$ cat src/rtl/clint_timer_pkg.sv
// Shared register map, reset constants and request record for the core-local interruptor.
// Latency: n/a (declarations only).
// Backpressure: n/a.
package ClintStruct;

   localparam logic [15:0] MSIP_OFF     = 16'h0000;
   localparam logic [15:0] MTIMECMP_OFF = 16'h4000;
   localparam logic [15:0] MTIME_OFF    = 16'hBFF8;

   localparam logic [63:0] MTIMECMP_RST = 64'hFFFF_FFFF_FFFF_FFFF;

   typedef struct packed {
      logic        we;
      logic [15:0] addr;
      logic [63:0] wdata;
      logic [7:0]  wmask;
   } ClintReq;

   // Registers are 8-byte aligned; the low three address bits never select anything.
   function automatic logic addr_hit(input logic [15:0] addr, input logic [15:0] off);
      return (addr & 16'hFFF8) == off;
   endfunction

   function automatic logic [63:0] merge_bytes(input logic [63:0] cur,
                                               input logic [63:0] wdata,
                                               input logic [7:0]  wmask);
      logic [63:0] res;
      res = cur;
      for (int b = 0; b < 8; b++) begin
         if (wmask[b]) res[b*8 +: 8] = wdata[b*8 +: 8];
      end
      return res;
   endfunction

endpackage

$ cat src/rtl/clint_timer_if.sv
// Request/response port between the MEM-stage decoder (master) and the CLINT (slave).
// Latency: n/a (wiring only).
// Backpressure: req_ready / resp_ready valid-ready handshakes.
interface clint_timer_if;

   logic        req_valid;
   logic        req_ready;
   logic        req_we;
   logic [15:0] req_addr;
   logic [63:0] req_wdata;
   logic [7:0]  req_wmask;
   logic        resp_valid;
   logic        resp_ready;
   logic [63:0] resp_rdata;

   modport master (
      output req_valid, req_we, req_addr, req_wdata, req_wmask, resp_ready,
      input  req_ready, resp_valid, resp_rdata
   );

   modport slave (
      input  req_valid, req_we, req_addr, req_wdata, req_wmask, resp_ready,
      output req_ready, resp_valid, resp_rdata
   );

endinterface

$ cat src/rtl/clint_timer_tick_gen.sv
// Prescaler for mtime: pulses tick once every PRESCALE core clocks (every cycle when PRESCALE=1).
// Latency: tick is combinational from the count register.
// Backpressure: none; free-running.
module clint_tick_gen #(
   parameter int unsigned PRESCALE = 1
) (
   input  logic clk,
   input  logic rst,
   output logic tick
);

   localparam logic [15:0] TERM = 16'(PRESCALE - 1);

   logic [15:0] cnt;

   assign tick = (cnt == TERM);

   always_ff @(posedge clk) begin
      if (rst) begin
         cnt <= '0;
      end else if (tick) begin
         cnt <= '0;
      end else begin
         cnt <= cnt + 16'd1;
      end
   end

endmodule

$ cat src/rtl/clint_timer.sv
// Core-local interruptor: 64-bit mtime, mtimecmp and optional msip (CLINT_MSIP_EN) on a req/resp port.
// Latency: response one cycle after acceptance; time_int one cycle after the mtime/mtimecmp update.
// Backpressure: req_ready = ~resp_valid | resp_ready; one response in flight, held until consumed.
module clint_timer
   import ClintStruct::*;
#(
   parameter int unsigned PRESCALE = 1
) (
   input  logic          clk,
   input  logic          rst,
   clint_timer_if.slave  bus,
   output logic          time_int,
   output logic          soft_int
);

   ClintReq     req;
   logic        accept;
   logic        wr;
   logic        tick;
   logic        hit_mtime;
   logic        hit_mtimecmp;
   logic [63:0] mtime;
   logic [63:0] mtimecmp;
   logic [63:0] rd_data;
   logic        resp_valid_q;
   logic [63:0] resp_rdata_q;

   assign req = '{we:    bus.req_we,
                  addr:  bus.req_addr,
                  wdata: bus.req_wdata,
                  wmask: bus.req_wmask};

   assign bus.req_ready  = ~resp_valid_q | bus.resp_ready;
   assign bus.resp_valid = resp_valid_q;
   assign bus.resp_rdata = resp_rdata_q;

   assign accept       = bus.req_valid & bus.req_ready;
   assign wr           = accept & req.we;
   assign hit_mtime    = addr_hit(req.addr, MTIME_OFF);
   assign hit_mtimecmp = addr_hit(req.addr, MTIMECMP_OFF);

   clint_tick_gen #(.PRESCALE(PRESCALE)) u_tick (
      .clk  (clk),
      .rst  (rst),
      .tick (tick)
   );

`ifdef CLINT_MSIP_EN
   logic hit_msip;
   logic msip;

   assign hit_msip = addr_hit(req.addr, MSIP_OFF);
   assign soft_int = msip;

   always_ff @(posedge clk) begin
      if (rst) begin
         msip <= 1'b0;
      end else if (wr && hit_msip && req.wmask[0]) begin
         msip <= req.wdata[0];
      end
   end
`else
   assign soft_int = 1'b0;
`endif

   // A software write to mtime beats a coincident tick; the prescaler keeps counting regardless.
   always_ff @(posedge clk) begin
      if (rst) begin
         mtime <= '0;
      end else if (wr && hit_mtime) begin
         mtime <= merge_bytes(mtime, req.wdata, req.wmask);
      end else if (tick) begin
         mtime <= mtime + 64'd1;
      end
   end

   always_ff @(posedge clk) begin
      if (rst) begin
         mtimecmp <= MTIMECMP_RST;
      end else if (wr && hit_mtimecmp) begin
         mtimecmp <= merge_bytes(mtimecmp, req.wdata, req.wmask);
      end
   end

   always_ff @(posedge clk) begin
      if (rst) begin
         time_int <= 1'b0;
      end else begin
         time_int <= (mtime >= mtimecmp);
      end
   end

   // Reads see register contents before any update on the accepting edge.
   always_comb begin
      rd_data = '0;
      if (hit_mtime) begin
         rd_data = mtime;
      end else if (hit_mtimecmp) begin
         rd_data = mtimecmp;
      end
`ifdef CLINT_MSIP_EN
      else if (hit_msip) begin
         rd_data = {63'd0, msip};
      end
`endif
   end

   always_ff @(posedge clk) begin
      if (rst) begin
         resp_valid_q <= 1'b0;
         resp_rdata_q <= '0;
      end else if (accept) begin
         resp_valid_q <= 1'b1;
         resp_rdata_q <= req.we ? 64'd0 : rd_data;
      end else if (bus.resp_ready) begin
         resp_valid_q <= 1'b0;
      end
   end

endmodule

$ cat src/flat_wrapper.sv
// flat-port wrapper written by rule: the top's interface ports become plain ports
module clint_timer_flat import ClintStruct::*;
#(
   parameter int unsigned PRESCALE = 1
)
  (clk, rst, time_int, soft_int, bus_req_valid, bus_req_we, bus_req_addr, bus_req_wdata, bus_req_wmask, bus_resp_ready, bus_req_ready, bus_resp_valid, bus_resp_rdata);
  clint_timer_if bus_i ();
  input  logic clk;
  input  logic rst;
  output logic time_int;
  output logic soft_int;
  input wire logic [$bits(bus_i.req_valid)-1:0] bus_req_valid;
  input wire logic [$bits(bus_i.req_we)-1:0] bus_req_we;
  input wire logic [$bits(bus_i.req_addr)-1:0] bus_req_addr;
  input wire logic [$bits(bus_i.req_wdata)-1:0] bus_req_wdata;
  input wire logic [$bits(bus_i.req_wmask)-1:0] bus_req_wmask;
  input wire logic [$bits(bus_i.resp_ready)-1:0] bus_resp_ready;
  output wire logic [$bits(bus_i.req_ready)-1:0] bus_req_ready;
  output wire logic [$bits(bus_i.resp_valid)-1:0] bus_resp_valid;
  output wire logic [$bits(bus_i.resp_rdata)-1:0] bus_resp_rdata;
  assign bus_i.req_valid = bus_req_valid;
  assign bus_i.req_we = bus_req_we;
  assign bus_i.req_addr = bus_req_addr;
  assign bus_i.req_wdata = bus_req_wdata;
  assign bus_i.req_wmask = bus_req_wmask;
  assign bus_i.resp_ready = bus_resp_ready;
  assign bus_req_ready = bus_i.req_ready;
  assign bus_resp_valid = bus_i.resp_valid;
  assign bus_resp_rdata = bus_i.resp_rdata;
  clint_timer #(.PRESCALE(PRESCALE)) u_core (.clk(clk), .rst(rst), .bus(bus_i), .time_int(time_int), .soft_int(soft_int));
endmodule
$ cat config.mk
export PLATFORM = sky130hd
export DESIGN_NAME = clint_timer_flat
export DESIGN_NICKNAME = d
export VERILOG_FILES = /design/src/rtl/clint_timer_pkg.sv /design/src/rtl/clint_timer_if.sv /design/src/rtl/clint_timer_tick_gen.sv /design/src/rtl/clint_timer.sv /design/src/flat_wrapper.sv
export SDC_FILE = /design/constraint.sdc
export NUM_CORES = 1
export LEC_CHECK = 0
export ABC_AREA = 1
export ABC_CLOCK_PERIOD_IN_PS = 2500
export BUFFER_PORTS_ARGS = -buffer_cell sky130_fd_sc_hd__buf_2
export CORE_ASPECT_RATIO = 1.75
export CORE_UTILIZATION = 35
export DETAILED_ROUTE_END_ITERATION = 10
export HOLD_SLACK_MARGIN = 0.08
export PLACE_DENSITY = 0.49
export SYNTH_ARGS = -nofsm -noshare
export SYNTH_HDL_FRONTEND = slang
export SYNTH_SLANG_ARGS = --single-unit
$ cat constraint.sdc
create_clock -name clk -period 2.5 [get_ports clk]
set_input_delay 0.25 -clock clk [delete_from_list [all_inputs] [get_ports clk]]
set_output_delay 0.25 -clock clk [all_outputs]
set_load 0.005 [all_outputs]
* Word level (Yosys, flattened, before mapping)
Index checks and enable logic that the tools add are counted.
** Storage, ports and cells
- Memories :: 0
- Latch bits :: 0
- Word-level logic and storage cells :: 74
- Register bits after elaboration :: 210
- Output and inout bits :: 68
- Memory bits (read-only) :: 0
- RAM bits :: 0
- Bits of input ports :: 93
** Cells by class
- Multipliers :: 0
- $add $sub $neg :: 2
- Mux-type cells :: 15
- Divide/modulo/power cells :: 0
- Magnitude comparators :: 1
- Reductions and logical operators :: 22
- Eq/ne operators :: 10
- Shifts and indexed selects :: 0
- Bitwise logic cells :: 4
** Operators by type and width (count)
- two-way mux 64 bit :: 5
- adder 64 x 1 -> 64 bit, second input constant :: 1
- greater-or-equal comparator 64 bit :: 1
- two-way mux 8 bit :: 8
- AND reduction 2 bit :: 16
- adder 16 x 1 -> 16 bit, second input constant :: 1
- zero test 16 bit :: 1
- inequality test 2 bit, second input constant :: 8
- == test 13 x 12 -> 1 bit, second input constant :: 1
- == test 13 bit, second input constant :: 1
- nonzero test 2 bit :: 2
- bitwise AND 1 bit :: 2
- logical AND 1 bit :: 2
- two-way mux 1 bit :: 2
- OR reduction 2 bit :: 1
- NOT 1 bit :: 1
- OR 1 bit :: 1

* Longest topological paths before layout
Gate-level depths: netlist (run 1).
- Depth in word-level cells :: 7
- Depth in mapped cells :: 15

* Modules after synthesis
Synthesis (run 1) repeated with hierarchy kept, for this count alone.
** Second synthesis, totals
- Cell total of the unflattened synthesis :: 2131
- Area, all modules :: 13225.2 um2
** By module, submodules not included
- clint_timer :: instances 1, seq. area each 3883.7 um2, cells each 2002, area each 12351.8 um2
- clint_tick_gen :: instances 1, seq. area each 320.3 um2, cells each 129, area each 873.3 um2

* Worst setup path after synthesis (run 1)
Ideal clock, no wire load.
- Path kind :: reg-to-reg
- Start :: register u_core.mtime[1]
- End :: register u_core.mtime[20]
- Period minus slack after synthesis :: 1.741 ns
- Data required time :: 2.368 ns
- Stages on the path, launching flop included :: 10
- Path buffers :: 0
- Arrival time :: 1.609 ns
- Setup slack :: 0.759 ns
- Setup time :: 0.132 ns
- Cell sequence :: dfxtp_1 -> ha_1 -> inv_1 -> nor2_1 -> nand2_1 -> nor2_1 -> nand2_1 -> xnor2_1 -> o21ai_0 -> a21oi_1
** Between the ends
- Cells in the longest elaborated chain, start to end :: 3
** RTL lines
- start: declaration :: line clint_timer.sv:22 : logic [63:0] mtime;
- start signal: assignment :: line clint_timer.sv:71 : mtime <= merge_bytes(mtime, req.wdata, req.wmask);
- start signal: assignment :: line clint_timer.sv:73 : mtime <= mtime + 64'd1;
- adder 64 x 1 -> 64 bit :: line clint_timer.sv:73
- two-way mux 64 bit :: line clint_timer.sv:72 : end else if (tick) begin
- two-way mux 64 bit :: line clint_timer.sv:70 : end else if (wr && hit_mtime) begin
No other way between the ends. The select of a mux whose other input is x is not followed.
A chain may end at the register's enable or synchronous reset.

* Worst setup path after layout (run 1)
- Start :: register u_core.mtime[7]
- End :: register u_core.mtime[45]
The elaborated chain is that of the path after synthesis.

==> metrics.cfg, run 1 <==
[yosys]
syn_area_um2=13000
synth_warnings=0
synth_xor_area_frac=0.00539
synthAdderAreaFrac=0.0645
yosys_register_bits=210
synth_simple_gate_area_share=0.329
synth-main-ff-cell=dfxtp_1
syn_inst=2098
synthArstFlopShare=0
yosysSeqAreaShare=0.323
synthMuxAreaShare=0
synth-edff-count=0
synth_top_family_by_area=simple AND/OR/NAND/NOR gates
syn_area_per_cell_um2=6.20
synthDistinctLibCells=39
synth_compound_area_frac=0.183
synth_nets=2258

[pwr]
ir_drop_uv=468
powerDensity_nw_per_um2=468
power.leakage_nw=7.48

[finish]
nets=2485
n_fill_cell=3939
layout.area.seq_um2=4200
mostFrequentLayoutCells=647 x nand2_1, 235 x inv_1, 223 x nor2_1
final_common_cell=nand2_1
drive_above_1_share=0.125
synthToLayoutAreaGrowth_pct=23.5
multiInputGateArea_um2=7570
layoutNonFillerInstCount=2817
diodes=0

[clock_network]
cts_buffer_depth=3
cts_max_level=1
cts_setup_buffers=0
cts.sinks=210
clkTransAtPathRegs_ps=60
clock_latency_ps=550
cts_buffers=24
cts.root.buffer_cell=clkbuf_16
cts_tree=built

[detailed_routing]
wire_per_inst_um=17.1
drc=0
first_pass_iters=7
drt-initial-drc-count=701
vias_per_cell=5.02
routed_wl_um=48100
postRouteAntennaNets=0
dr_total_vias=14133

[grt]
antenna_found_initial=0
grt_max_degree=79
grt_usage=0.253
grt_pass1_vias=13850
grt_overflow=0
grt_pass1_wl_um=75200

[min_path]
hold_class=input pin to register
holdPathStages=2

[placement]
post-dp-hpwl_um=36800
io_buffers=156
placed_cells=2709
place.gp.congestion=0.933

[sta]
tightestPinTransition_ps=784
fin_skew_ps=21.4
post-route-period-util=0.874
setup_violations=0
fmax_mhz=457
maxSlewHeadroom=0.477
finalHoldViolCount=0
slew_viol_final=0
finalSetupTns_ps=0
fin_crit_ps=2190
rsz0062_at_grt=false

[floorplanning]
fp.dieH_um=257
fp-row-count=93
die-area_um2=38000
core_um2=36700
initial_utilization=0.355
pin_count=161
fp.dieW_um=148

[critical_path]
critPathKind=register to register
arrival_ps=2670
end_kind=register
reg2reg_depth=10
critical_path_required_ps=2980
cp_max_fo=6
start_kind=register

[status]
status=finished, final reports clean

[flow_run]
maxCapViolations=0

==> final cells by class <==
| cell class | instances | area share |
|---|---|---|
| Clock buffer | 38 | 0.0464 |
| Clock inverter | 5 | 0.00491 |
| Inverter | 241 | 0.0563 |
| Multi-Input combinational cell | 1566 | 0.471 |
| Sequential cell | 210 | 0.262 |
| Tap cell | 475 | 0.0370 |
| Timing Repair Buffer | 282 | 0.122 |
==> critical path, stage by stage, from the launching register on <==
cell and delay (ps):
dfxtp_1 450, nand2_1 160, nor2_1 350, nand3_1 160, nor2_1 210, nand3_1 280
o21ai_0 250, nand2_1 70, nand2_1 60, nand2_1 40, nor2_1 90
==> synth_stat cells, types with 2 or more instances <==
| cell | instances | area, um^2 |
|---|---|---|
| nand3b_1 | 3 | 22.5 |
| nand3_1 | 100 | 500 |
| inv_2 | 5 | 18.8 |
| nand4_1 | 20 | 125 |
| nor3b_1 | 2 | 15.0 |
| o21ai_0 | 152 | 761 |
| nor3_1 | 22 | 110 |
| buf_2 | 15 | 75.1 |
| nand2_1 | 650 | 2440 |
| nor2_1 | 224 | 841 |
| a21oi_1 | 209 | 1050 |
| buf_1 | 5 | 18.8 |
| nor2_2 | 9 | 56.3 |
| xnor2_1 | 4 | 35.0 |
| xor2_1 | 4 | 35.0 |
| clkbuf_1 | 58 | 218 |
| dfxtp_1 | 210 | 4200 |
| or2_2 | 10 | 62.6 |
| inv_1 | 236 | 886 |
| nand2_2 | 4 | 25.0 |
| and3_1 | 2 | 12.5 |
| ha_1 | 67 | 838 |
| buf_4 | 3 | 22.5 |
| o211ai_1 | 69 | 518 |
==> stage by stage <==
step | setup slack, ps | total power [W] | util | instance area [um^2] | hold slack [ps]
after floorplan | 759 | 0.00358 | - | 13000 | 380
after global routing | 51.6 | 0.00777 | 0.438 | 16100 | 110
after global placement | 389 | 0.00377 | 0.398 | 14600 | 446
after CTS | 351 | 0.00762 | 0.438 | 16100 | 83.7
final | 314 | 0.00751 | 0.438 | 16100 | 93.5
after detailed placement | 375 | 0.00377 | 0.398 | 14600 | 454
==> kinds of logic (layout without fill, tap and decap cells) <==
logic type | Yosys count | in the layout
AND/OR/NAND/NOR | 1053 | 1053
buffers and inverters | 322 | 566
XOR/XNOR | 8 | 8
AO/OA/AOI/OAI | 437 | 437
flip-flops | 210 | 210
other | 1 | 1
adder cells (fa/ha/maj) | 67 | 67
==> final timing paths <==
kind                                     startpoint                                      to  slack [ps]
min reg2reg  u_core.bus.resp_rdata[19]$_SDFFE_PP0P_  u_core.bus.resp_rdata[19]$_SDFFE_PP0P_         460
max                    u_core.mtime[7]$_SDFFE_PP0P_           u_core.mtime[45]$_SDFFE_PP0P_         310
min                                             rst  u_core.bus.resp_rdata[49]$_SDFFE_PP0P_          90
max reg2reg            u_core.mtime[7]$_SDFFE_PP0P_           u_core.mtime[45]$_SDFFE_PP0P_         310
==> where the power goes <==
part | internal [W] | switching, W
clock | 0.00224 | 0.00150
combinational | 0.000172 | 0.000244
sequential | 0.00335 | 0.00000553
==> sequential cells by signal, summed over array words and instances, names as in the netlist <==
register and cells:
u_core.mtime 64, u_core.mtimecmp 64, u_core.u_tick.cnt 16, u_core.time_int 1
u_core.bus.resp_rdata 64, u_core.bus.resp_valid 1
==> metal layers <==
layer | track usage | part of all wire | vias up
met3 | 0.0230 | 0.037 | 115
met4 | 0.124 | 0.049 | 0
li1 | - | - | 7245
met1 | 0.269 | 0.38 | 6431
met2 | 0.488 | 0.53 | 342
met5 | 0 | 0 | -
==> what timing repair did <==
item                      in CTS  in global routing
hold buffers                  65                  0
hold endpoints to repair      95                  0
resized for setup              0                  0
(Power assumes the default switching activity.)
==> run 2, diff against run 1 <==
CELL_PAD_IN_SITES_DETAIL_PLACEMENT = 1   (was unset)
CELL_PAD_IN_SITES_GLOBAL_PLACEMENT = 2   (was unset)
CORE_UTILIZATION = 31   (was 35)
PLACE_DENSITY = 0.76   (was 0.49)
RECOVER_POWER = 25   (was unset)
==> run 2 against run 1 <==
  * The run now ends with max-capacitance violations, max-slew violations left
  * Global-route usage rose by 0.28 points
  * Non-clock buffer count rose by 2
  * Clock skew fell by 12 ps
  * Combinational power rose by 5%
==> metrics.cfg, run 2 (synthesis gave the netlist of run 1 again) <==
[detailed_routing]
vias_per_cell=5.04  ; +0.42%
routed_wl_um=54000  ; +12%
drt-initial-drc-count=517  ; -26%
wire_per_inst_um=18.6  ; +9.1%
postRouteAntennaNets=0  ; unchanged
dr_total_vias=14585  ; +3.2%
drc=0  ; unchanged
first_pass_iters=5  ; -2

[finish]
synthToLayoutAreaGrowth_pct=24.4
drive_above_1_share=0.110  ; -0.0147
layoutNonFillerInstCount=2895  ; +2.8%
diodes=0  ; unchanged
mostFrequentLayoutCells=648 x nand2_1, 235 x inv_1, 223 x nor2_1
nets=2487  ; +0.080%
final_common_cell=nand2_1

[flow_run]
maxCapViolations=1  ; +1

[critical_path]
cpMostUsedCell=nand2_1
worstPathCellList=ha_1 -> inv_1 -> nor2_1 -> nand2_1 -> nor2_1 -> buf_4 -> nand2_1 -> o21ai_0 -> nand2_1 -> nand2_1 -> nand2_1 -> a21oi_1
arrival_ps=2640  ; -30 ps
slowest_stage=dfxtp_1
end_kind=register
crit_family=simple AND/OR/NAND/NOR gates
max_stage_delay_ps=430  ; -20 ps
cp_max_fo=6  ; unchanged
critical_path_required_ps=2980  ; about the same
start_kind=register
crit_buf_inv=2  ; +2
critPathKind=register to register
rrSetupSlack_ps=330  ; +20 ps

[pwr]
switching_share=0.231  ; -0.00231
power_frac_seq=0.428  ; -0.019
power.leakage_nw=7.34  ; -1.9%
p_switching_w=0.00181  ; +3.4%
powerDensity_nw_per_um2=485  ; +3.7%
p_int_w=0.00604  ; +4.7%
power_w=0.00785  ; +4.4%
clkPwrFrac=0.517  ; +0.019
ir_drop_uv=470  ; +0.42%
power_frac_comb=0.055  ; about the same

[clock_network]
cts.root.buffer_cell=clkbuf_16
cts.sinks=210  ; unchanged
clkTransAtPathRegs_ps=70  ; about the same
clock_latency_ps=540  ; about the same
cts_buffers=24  ; unchanged
cts_setup_buffers=0  ; unchanged
cts_max_level=1  ; unchanged
cts_buffer_depth=3  ; unchanged
cts_tree=built

[floorplanning]
fp.dieH_um=273  ; +6.2%
fp-row-count=98  ; +5.4%
fp.dieW_um=157  ; +6.2%
die-area_um2=42800  ; +13%
initial_utilization=0.317  ; -0.0382
pin_count=161  ; unchanged
core_um2=41100  ; +12%

[sta]
fin_ws_ps=332  ; +17.7 ps
tightestPinTransition_ps=1520  ; +736 ps
fmax_mhz=461  ; +0.82%
finalHoldViolCount=0  ; unchanged
slew_viol_final=66  ; +66
fin_crit_ps=2170  ; -17.7 ps
maxSlewHeadroom=-0.0139  ; -0.491
finalSetupTns_ps=0  ; unchanged
setup_violations=0  ; unchanged
hold_ws_ps=136  ; +42.8 ps
fin_skew_ps=9.45  ; -12.0 ps
post-route-period-util=0.867  ; -0.00709
rsz0062_at_grt=false

[min_path]
hold_class=input pin to register

[placement]
placed_cells=2786  ; +2.8%
post-dp-hpwl_um=42100  ; +14%
place.gp.congestion=0.928  ; -0.56%
dp_slack_ps=351  ; -23.2 ps
io_buffers=156  ; unchanged

[grt]
grt_usage=0.256  ; +0.00276
antenna_found_initial=0  ; unchanged
grt_pass1_vias=15365  ; +11%
grt_max_degree=79  ; unchanged
grt_pass1_wl_um=84400  ; +12%
grt_overflow=0  ; unchanged

[status]
violations=max-capacitance violations, max-slew violations
status=finished with violations

## run 2: timing repair
action                                  CTS  global route
endpoints found under the hold margin    88             0
resized for setup                         0             0
endpoints found under the setup margin    0             0
hold buffers                             65             0
## run 2: worst paths after layout
path | start | cells after the start | endpoint
max reg2reg | u_core.mtime[0]$_SDFFE_PP0P_ | 12 | u_core.mtime[34]$_SDFFE_PP0P_
max | u_core.mtime[0]$_SDFFE_PP0P_ | 12 | u_core.mtime[34]$_SDFFE_PP0P_
min | bus_req_wmask[6] | 5 | u_core.mtime[52]$_SDFFE_PP0P_
min reg2reg | u_core.u_tick.cnt[0]$_SDFF_PP0_ | 1 | u_core.u_tick.cnt[0]$_SDFF_PP0_
## run 2: final cells by class
class / instances / area, um^2
fillers: 5399 / 24900
well taps: 550 / 688
repair buffers: 284 / 1920
clock buffers: 34 / 719
clock inverters: 10 / 178
multi-input cells: 1566 / 7570
inverters: 241 / 905
flip-flops and latches: 210 / 4200
## run 2: through the flow
| step | util | instance area [um^2] |
|---|---|---|
| final | 0.394 | 16200 |
| after global routing | 0.394 | 16200 |
| after CTS | 0.395 | 16200 |
| after detailed placement | 0.357 | 14700 |
| after global placement | 0.357 | 14700 |
| after floorplan | - | 13000 |
## run 2: power groups by stage
stage	Clock (W)	Sequential (W)	Combinational, W
2_1_floorplan	0	0.00343	0.000148
3_3_place_gp	0	0.00343	0.000356
3_5_place_dp	0	0.00343	0.000360
4_1_cts	0.00418	0.00336	0.000441
5_1_grt	0.00431	0.00336	0.000474
6_report	0.00405	0.00336	0.000435
## run 2: worst min-delay path: stages
cell and delay (ps):
buf_2 140, nand3_1 80, nand2_1 40, nand2_1 60, a21oi_1 50
## run 2: layer usage
layer  wire length, um  vias up  GRT usage
li1                  -     7256          -
met1             20700     6984      0.269
met2             29100      233      0.495
met3              1350      112     0.0219
met4              2780        0      0.129
met5                 0        -          0
==> run 3, diff against run 2 <==
CORE_ASPECT_RATIO = 2   (was 1.75)
PLACE_DENSITY = unset   (was 0.76)
PLACE_DENSITY_LB_ADDON = 0.1   (was unset)
==> run 3 against run 2 <==
  * The run still ends with max-capacitance violations, max-slew violations left
  * Clock power is 9.4% lower
  * Critical path depth is 1 lower
  * Combinational power is 2% lower
  * Sequential cell count stayed put
  * Maximum frequency is 3.5% lower
  * Critical endpoint is now u_core.mtime[42]$_SDFFE_PP0P_
==> metrics.cfg, run 3 (synthesis gave the netlist of run 1 again) <==
[clock_network]
clock_latency_ps=560  ; +20 ps
cts_tree=built
cts_buffers=23  ; -4.2%
cts.sinks=210  ; unchanged
clkTransAtPathRegs_ps=70  ; about the same
cts.root.buffer_cell=clkbuf_16
cts_max_level=1  ; unchanged
cts_buffer_depth=3  ; unchanged

[sta]
slew_viol_final=66  ; unchanged
post-route-period-util=0.899  ; +0.0314
fin_skew_ps=31.7  ; +22.2 ps
fmax_mhz=445  ; -3.5%
finalSetupTns_ps=0  ; unchanged
hold_ws_ps=124  ; -12.7 ps
finalHoldViolCount=0  ; unchanged
setup_violations=0  ; unchanged
fin_crit_ps=2250  ; +78.4 ps
maxSlewHeadroom=-0.0389  ; -0.0250
rsz0062_at_grt=false
tightestPinTransition_ps=1560  ; +37.4 ps

[floorplanning]
fp.dieH_um=292  ; +6.9%
fp-row-count=105  ; +7.1%
fp.dieW_um=147  ; -6.4%
initial_utilization=0.316  ; -0.000337
core_um2=41100  ; +0.11%
pin_count=161  ; unchanged
die-area_um2=42800  ; about the same

[critical_path]
start_kind=register
crit_start=u_core.mtime[1]$_SDFFE_PP0P_
r2r-start=u_core.mtime[1]$_SDFFE_PP0P_
arrival_ps=2700  ; +60 ps
critical_path_required_ps=2960  ; -20 ps
critPathKind=register to register
reg2reg_depth=11  ; -1
end_kind=register
endpoint=u_core.mtime[42]$_SDFFE_PP0P_
worst_r2r_endpoint=u_core.mtime[42]$_SDFFE_PP0P_
cp_max_fo=6  ; unchanged
rrSetupSlack_ps=250  ; -80 ps

[detailed_routing]
wire_per_inst_um=19.5  ; +4.5%
routed_wl_um=56200  ; +4.1%
dr_total_vias=14566  ; -0.13%
first_pass_iters=4  ; -1
drc=0  ; unchanged
vias_per_cell=5.05  ; +0.29%
drt-initial-drc-count=498  ; -3.7%
postRouteAntennaNets=0  ; unchanged

[grt]
grt_usage=0.264  ; +0.00784
use_met3=0.0194  ; -0.00251
antenna_found_initial=0  ; unchanged
grt_max_degree=83  ; +5.1%
grt_pass1_vias=15347  ; -0.12%
grt_overflow=0  ; unchanged
use_met1=0.262  ; -0.00727
top_usage_layer=met2
use_met2=0.533  ; +0.0378
grt_pass1_wl_um=87000  ; +3.1%

[pwr]
p_switching_w=0.00185  ; +2.4%
clkPwrFrac=0.492  ; -0.025
power_frac_comb=0.057  ; +0.002
ir_drop_uv=760  ; +62%
p_int_w=0.00560  ; -7.2%
power_w=0.00746  ; -5.0%
switching_share=0.249  ; +0.0178
powerDensity_nw_per_um2=463  ; -4.6%
power_frac_seq=0.450  ; +0.022
power.leakage_nw=7.34  ; about the same

[status]
violations=max-capacitance violations, max-slew violations
status=finished with violations

[finish]
n_fill_cell=5484  ; +1.6%
diodes=0  ; unchanged
final_common_cell=nand2_1
synthToLayoutAreaGrowth_pct=23.9
drive_above_1_share=0.113  ; +0.00284
nets=2491  ; +0.16%
layoutNonFillerInstCount=2883  ; -0.41%
mostFrequentLayoutCells=647 x nand2_1, 235 x inv_1, 223 x nor2_1

[placement]
post-dp-hpwl_um=43500  ; +3.3%
io_buffers=156  ; unchanged
place.gp.congestion=0.914  ; -1.5%
placed_cells=2774  ; -0.43%

[flow_run]
maxCapViolations=1  ; unchanged

[min_path]
hold_class=input pin to register

run 3: layer usage:
layer,vias to the layer above,share of wire
met4,0,0.051
met3,108,0.019
met2,239,0.56
li1,7253,-
met1,6966,0.37
met5,-,0
run 3: worst max-delay path: stages (launching register included):
cell	delay [ps]
dfxtp_1	470
ha_1	300
inv_1	100
nor2_1	200
nand2_1	240
nor2_1	200
buf_4	180
nand3_1	140
nand2_1	140
nand4_1	90
nand2_1	70
nor2_1	40
run 3: timing repair:
action                                  4_1_cts  5_1_grt
gates resized for setup                       0        1
hold buffers                                 67        0
buffers inserted                              0        0
endpoints found under the hold margin       106        0
endpoints found under the setup margin        0        1
run 3: cell type report:
cell class / count / area, um^2 / area share
Multi-Input combinational cell: 1566 / 7570 / 0.470
Clock inverter: 10 / 111 / 0.00691
Clock buffer: 32 / 669 / 0.0415
Inverter: 241 / 905 / 0.0561
Timing Repair Buffer: 289 / 1980 / 0.123
Tap cell: 535 / 669 / 0.0415
Sequential cell: 210 / 4200 / 0.261
run 3: worst min-delay path by stage:
| stage | cells after the start | start | to |
|---|---|---|---|
| floorplan | 2 | bus_req_wdata[0] | u_core.mtimecmp[0]$_SDFFE_PP1P_ |
| global placement | 1 | u_core.u_tick.cnt[0]$_SDFF_PP0_ | u_core.u_tick.cnt[0]$_SDFF_PP0_ |
| detailed placement | 2 | u_core.bus.resp_rdata[18]$_SDFFE_PP0P_ | u_core.bus.resp_rdata[18]$_SDFFE_PP0P_ |
| CTS | 5 | bus_req_wmask[6] | u_core.mtime[51]$_SDFFE_PP0P_ |
| global route | 5 | bus_req_wmask[6] | u_core.mtime[55]$_SDFFE_PP0P_ |
| finish | 5 | bus_req_wmask[6] | u_core.mtime[51]$_SDFFE_PP0P_ |
run 3: per-stage QoR:
stage          setup slack (ps)  utilization  area, um^2
2_1_floorplan               759            -       13000
3_3_place_gp                277        0.357       14700
3_5_place_dp                200        0.357       14700
4_1_cts                     183        0.393       16200
5_1_grt                    29.9        0.392       16100
6_report                    253        0.392       16100
run 3: power by group through the flow:
stage                     sequential (W)  combinational [W]  clock [W]
after floorplan                  0.00343           0.000148          0
after global placement           0.00343           0.000348          0
after detailed placement         0.00343           0.000352          0
after CTS                        0.00336           0.000436    0.00377
after global routing             0.00336           0.000465    0.00389
final                            0.00336           0.000427    0.00367
